[config.mk]
export PLATFORM = sky130hd
export DESIGN_NAME = armleocpu_avl_read_arbiter
export DESIGN_NICKNAME = d
export VERILOG_FILES = /design/src/rtl/armleocpu_avl_pkg.sv /design/src/rtl/armleocpu_rr_select.sv /design/src/rtl/armleocpu_avl_read_arbiter.sv
export SDC_FILE = /design/constraint.sdc
export NUM_CORES = 1
export LEC_CHECK = 0
export ABC_AREA = 1
export CAP_MARGIN = 20
export CORE_ASPECT_RATIO = 1.25
export CORE_MARGIN = 2
export CORE_UTILIZATION = 36
export DETAILED_ROUTE_END_ITERATION = 10
export PLACE_DENSITY_LB_ADDON = 0.05
export SYNTH_ARGS = -nofsm -noshare
export SYNTH_HDL_FRONTEND = slang
export SYNTH_HIERARCHICAL = 1
export SYNTH_SLANG_ARGS = --single-unit
[constraint.sdc]
create_clock -name clk -period 2.7 [get_ports clk]
set_input_delay 0.54 -clock clk [delete_from_list [all_inputs] [get_ports clk]]
set_output_delay 0.54 -clock clk [all_outputs]
set_load 0.01 [all_outputs]
[src/rtl/armleocpu_avl_pkg.sv]
// Shared types and constants for the Avalon-MM read arbiter.
package armleocpu_avl_pkg;

    localparam int AVL_ADDR_W = 34;
    localparam int AVL_DATA_W = 32;

    localparam logic [1:0] AVL_RESP_OKAY = 2'b00;
    localparam logic [1:0] AVL_RESP_ERR  = 2'b11;

    typedef enum logic [1:0] {
        IDLE      = 2'd0,
        ISSUE     = 2'd1,
        WAIT_DATA = 2'd2
    } state_t;

endpackage

[src/rtl/armleocpu_rr_select.sv]
// Combinational round-robin pick: first asserted request at or above ptr, wrapping modulo N.
module armleocpu_rr_select #(
    parameter int N     = 2,
    parameter int IDX_W = 1
) (
    input  logic [N-1:0]     req,
    input  logic [IDX_W-1:0] ptr,
    output logic [IDX_W-1:0] idx,
    output logic             valid
);

    // Scan from the farthest offset down so the nearest hit to ptr wins.
    always_comb begin
        idx   = '0;
        valid = |req;
        for (int k = N - 1; k >= 0; k--) begin
            if (req[(int'(ptr) + k) % N]) begin
                idx = IDX_W'((int'(ptr) + k) % N);
            end
        end
    end

endmodule

[src/rtl/armleocpu_avl_read_arbiter.sv]
// Round-robin arbiter sharing one Avalon-MM read master between N requesters.
// Optional macro ARMLEOCPU_AVL_ARB_TIMEOUT_EN adds a forced-error timeout in WAIT_DATA.
module armleocpu_avl_read_arbiter
    import armleocpu_avl_pkg::*;
#(
    parameter int N       = 2,
    parameter int TIMEOUT = 255
) (
    input  logic                    clk,
    input  logic                    rst_n,

    input  logic [N-1:0]            req_read,
    input  logic [N*AVL_ADDR_W-1:0] req_address,
    output logic [N-1:0]            req_waitrequest,
    output logic [N-1:0]            req_readdatavalid,
    output logic [AVL_DATA_W-1:0]   req_readdata,
    output logic [1:0]              req_response,

    output logic [AVL_ADDR_W-1:0]   avl_address,
    output logic                    avl_read,
    input  logic                    avl_waitrequest,
    input  logic                    avl_readdatavalid,
    input  logic [AVL_DATA_W-1:0]   avl_readdata,
    input  logic [1:0]              avl_response
);

    localparam int IDX_W = (N > 1) ? $clog2(N) : 1;

    if (N < 1 || N > 8 || TIMEOUT < 1) begin : g_param_check
        $error("armleocpu_avl_read_arbiter: N must be 1..8 and TIMEOUT positive");
    end

    state_t           state, state_nxt;
    logic [IDX_W-1:0] grant;
    logic [IDX_W-1:0] rr_ptr;
    logic [IDX_W-1:0] sel_idx;
    logic             sel_valid;
    logic             timeout_fire;
    logic             deliver;
    logic [IDX_W-1:0] ptr_after_grant;

    armleocpu_rr_select #(
        .N     (N),
        .IDX_W (IDX_W)
    ) u_rr_select (
        .req   (req_read),
        .ptr   (rr_ptr),
        .idx   (sel_idx),
        .valid (sel_valid)
    );

`ifdef ARMLEOCPU_AVL_ARB_TIMEOUT_EN
    localparam int TO_RAW = $clog2(TIMEOUT + 1);
    localparam int TO_W   = (TO_RAW < 8) ? 8 : ((TO_RAW > 16) ? 16 : TO_RAW);

    logic [TO_W-1:0] to_cnt;

    // Held at zero outside WAIT_DATA, so it starts from zero on every entry.
    always_ff @(posedge clk) begin
        if (!rst_n || state != WAIT_DATA) begin
            to_cnt <= '0;
        end else begin
            to_cnt <= to_cnt + 1'b1;
        end
    end

    assign timeout_fire = (state == WAIT_DATA) && !avl_readdatavalid
                          && (to_cnt == TO_W'(TIMEOUT - 1));
`else
    assign timeout_fire = 1'b0;
`endif

    assign deliver         = (state == WAIT_DATA) && (avl_readdatavalid || timeout_fire);
    assign ptr_after_grant = (int'(grant) == N - 1) ? '0 : grant + 1'b1;

    always_comb begin
        state_nxt = state;
        case (state)
            IDLE:      if (sel_valid)        state_nxt = ISSUE;
            ISSUE:     if (!avl_waitrequest) state_nxt = WAIT_DATA;
            WAIT_DATA: if (deliver)          state_nxt = IDLE;
            default:                         state_nxt = IDLE;
        endcase
    end

    always_ff @(posedge clk) begin
        if (!rst_n) begin
            state       <= IDLE;
            grant       <= '0;
            rr_ptr      <= '0;
            avl_address <= '0;
        end else begin
            state <= state_nxt;
            if (state == IDLE && sel_valid) begin
                grant       <= sel_idx;
                avl_address <= req_address[int'(sel_idx)*AVL_ADDR_W +: AVL_ADDR_W];
            end
            if (deliver) begin
                rr_ptr <= ptr_after_grant;
            end
        end
    end

    always_comb begin
        avl_read          = (state == ISSUE);
        req_waitrequest   = '1;
        req_readdatavalid = '0;
        if (state == ISSUE) begin
            req_waitrequest[grant] = avl_waitrequest;
        end
        if (deliver) begin
            req_readdatavalid[grant] = 1'b1;
        end
    end

    // Data and response pass straight through; a timeout substitutes an error beat.
    assign req_readdata = timeout_fire ? '0 : avl_readdata;
    assign req_response = timeout_fire ? AVL_RESP_ERR : avl_response;

endmodule

==> impl_metrics.csv <==
group,metric,value,unit
place,port_buffers,112,
synth,ys_async_sr_fraction,0,%
worst_setup_path,crit_slowest_cell,"clkdlybuf4s50_1",
synth,ys_seq_area_share,33.4,%
synth,yosysTopAreaCell,"dfxtp_1",
cells_and_area,multiInputGateArea,0.00101,sq mm
power,leakage,0.00164,uW
sta,slew_headroom,61.2,%
cells_and_area,finalNetCount,573,
clock_network,cts_root_buf,"clkbuf_8",
routing,postRouteAntennaNets,0,
synth,synth_cell_types,17,
synth,synth_commonest_cells,"175 x nand2_1, 72 x nor2_1, 41 x inv_1, 38 x dfxtp_1, 34 x buf_4",
synth,synth.avg_cell_area,5.80,sq um
clock_network,clockBufferDepth,2,
place,place_congestion,0.737,
synth,synth_edf_count,0,
sta,fin_setup_tns,0,ns
power,p_switching,477,uW
worst_setup_path,worst-r2r-setup-slack,1.40,ns
clock_network,cts_buffers,5,
sta,skew,0.00450,ns
synth,yosys_most_used_dff,"dfxtp_1",
clock_network,clock_latency,0.28,ns
sta,finalMaxSlewViolations,0,
synth,synth-compound-area-share,0.880,%
worst_setup_path,cp_max_fo,2,
clock_network,post-cts-setup-buffer-count,0,
global_routing,overflow,0,
power,ir_worst_vdd,0.278,mV
sta,max_freq,414,MHz
routing,drt-wirelength-per-cell,9.82,um
routing,drt-initial-drc-count,46,
clock_network,cts.clk_slew.worst_paths,0.07,ns
cells_and_area,regArea,761,sq um
power,clock_power_share,25.1,%
global_routing,grt_max_degree,36,
synth,synth_xor_area_share,0,%
sta,hold_viol,0,
synth,muxShareOfSynthArea,0,%
cells_and_area,stdcell_count,551,
global_routing,grt_pass1_wl,8810,um
sta,min_period,2.41,ns
worst_setup_path,cp.arrival,1.87,ns
run,max_cap_viol_count,0,
cells_and_area,drive_gt1_share,3.86,%
power,p_int,1130,uW
clock_network,ctsResizeCount,0,
sta,rsz0062_at_grt,"no",
worst_setup_path,crit_top_cell,"clkdlybuf4s50_1",
floorplanning,die_w,75.1,um
worst_setup_path,cpPeakStageDelay,0.48,ns
synth,synth_top_family_by_area,"simple AND/OR/NAND/NOR gates",
worst_setup_path,crit_chain,"clkdlybuf4s50_1 > inv_1 > nand2_1 > or2_2 > clkdlybuf4s50_1",
routing,vias,2275,
sta,timing.hold.ws,0.508,ns
cells_and_area,area_delta_synth_final,45.9,%
place,dp_hpwl,4040,um
sta,setup_viol,0,
synth,synthesis.nets,500,
power,p_per_area,484,mW/mm^2
worst_setup_path,crit_path_start_kind,"input pin",
floorplanning,die_area,0.00697,sq mm
floorplanning,core-area,0.00613,sq mm
clock_network,tritoncts,"done",
power,switching_share,29.7,%
sta,finalCritPeriodShare,89.4,%
clock_network,cts_sinks,38,
routing,drt_first_pass_iters,4,
routing,drc,0,
routing,viasPerCell,4.13,
sta,worstMarginPinSlew,0.581,ns
synth,ys.warnings.count,6,
worst_setup_path,end_kind,"output pin",
global_routing,grt_usage,15.9,%
clock_network,cts_hold_buf,0,
clock_network,htree_levels,2,
min_path,min_path_type,"flop to flop",
global_routing,grt_pass1_vias,2163,
synth,yosys.area_share.simple,43.1,%
place,dp.cells,543,
synth,syn_inst,392,
synth,synth_adder_area_share,0,%
worst_setup_path,required,2.16,ns
synth,ys_ff_latch,38,
worst_setup_path,critPathKind,"input pin to output pin",
synth,yosys-top-cells-area,"dfxtp_1 33%, nand2_1 29%, nor2_1 12%",
floorplanning,initial_core_util,37.1,%
routing,wirelength,5410,um
status,outcome,"complete, no violations",
global_routing,antenna_found_initial,0,
floorplanning,die_y,92.9,um
cells_and_area,fillCellCount,646,
synth,synth.most_common_cell,"nand2_1",
floorplanning,num_io_pins,181,
synth,synth.cell_area,0.00227,sq mm
power,pwr-share-seq,41.1,%
cells_and_area,num_antenna_cells,0,
power,power_frac_comb,33.8,%
floorplanning,rows,32,
synth,synth_top_area_share,33.4,%
## power groups by stage
stage | logic (uW) | clock network [uW] | registers, uW
final | 544 | 404 | 660
after detailed placement | 550 | 0 | 674
after global routing | 614 | 441 | 668
after CTS | 553 | 426 | 661
after global placement | 548 | 0 | 671
after floorplan | 290 | 0 | 701
## state kept, by name, summed over array words and instances (netlist names)
| name | flops |
|---|---|
| avl_address | 34 |
| state | 2 |
| grant | 1 |
| rr_ptr | 1 |
## cells by family (layout without fill, tap and decap cells)
family / after synthesis / after routing
buf+inv: 94 / 168
compound gates: 4 / 4
simple gates: 256 / 256
flops: 38 / 38
## layer usage
| layer | global-route usage, % | part of all wire, % | vias up |
|---|---|---|---|
| li1 | - | - | 1238 |
| met1 | 16.4 | 41 | 947 |
| met2 | 28.6 | 49 | 84 |
| met3 | 5.98 | 9.1 | 6 |
| met4 | 5.51 | 1.0 | 0 |
| met5 | 0 | 0 | - |
## cell usage in the layout (no fill, tap or decap), drive strengths merged
| cell | instances |
|---|---|
| nand2 | 176 |
| clkdlybuf4s50 | 112 |
| nor2 | 73 |
| inv | 42 |
| dfxtp | 38 |
| clkbuf | 7 |
| buf | 6 |
| a21oi | 4 |
| nand3 | 3 |
| or2 | 2 |
| nand4 | 1 |
| nand3b | 1 |
| clkinv | 1 |
## critical path: cells and delay by family
| family | cells | cell delay [ns] |
|---|---|---|
| simple gates | 2 | 0.36 |
| buf+inv | 3 | 0.98 |
## per-stage QoR
step / cell area [sq um] / utilization, % / power (uW) / setup WS, ns
floorplan: 2270 / - / 991 / 1.11
global placement: 3230 / 52.7 / 1220 / 0.325
detailed placement: 3230 / 52.7 / 1220 / 0.286
CTS: 3320 / 54.2 / 1640 / 0.288
global route: 3320 / 54.2 / 1720 / 0.232
finish: 3320 / 54.2 / 1610 / 0.286
## layout make-up
| cell class | instances | area share (%) |
|---|---|---|
| clock buffer | 7 | 2.60 |
| clock inverter | 1 | 0.151 |
| inverter | 42 | 4.75 |
| multi-input combinational | 260 | 30.5 |
| sequential | 38 | 22.9 |
| tap | 85 | 3.20 |
| timing repair buffer | 118 | 35.9 |
## final timing paths
| path | startpoint | to | cells past startpoint |
|---|---|---|---|
| min | avl_address[8] | avl_address[8] | 4 |
| max reg2reg | rr_ptr | avl_address[32] | 7 |
| max | avl_waitrequest | req_waitrequest[0] | 5 |
| min reg2reg | avl_address[8] | avl_address[8] | 4 |
Power figures use the tool's default switching activity.
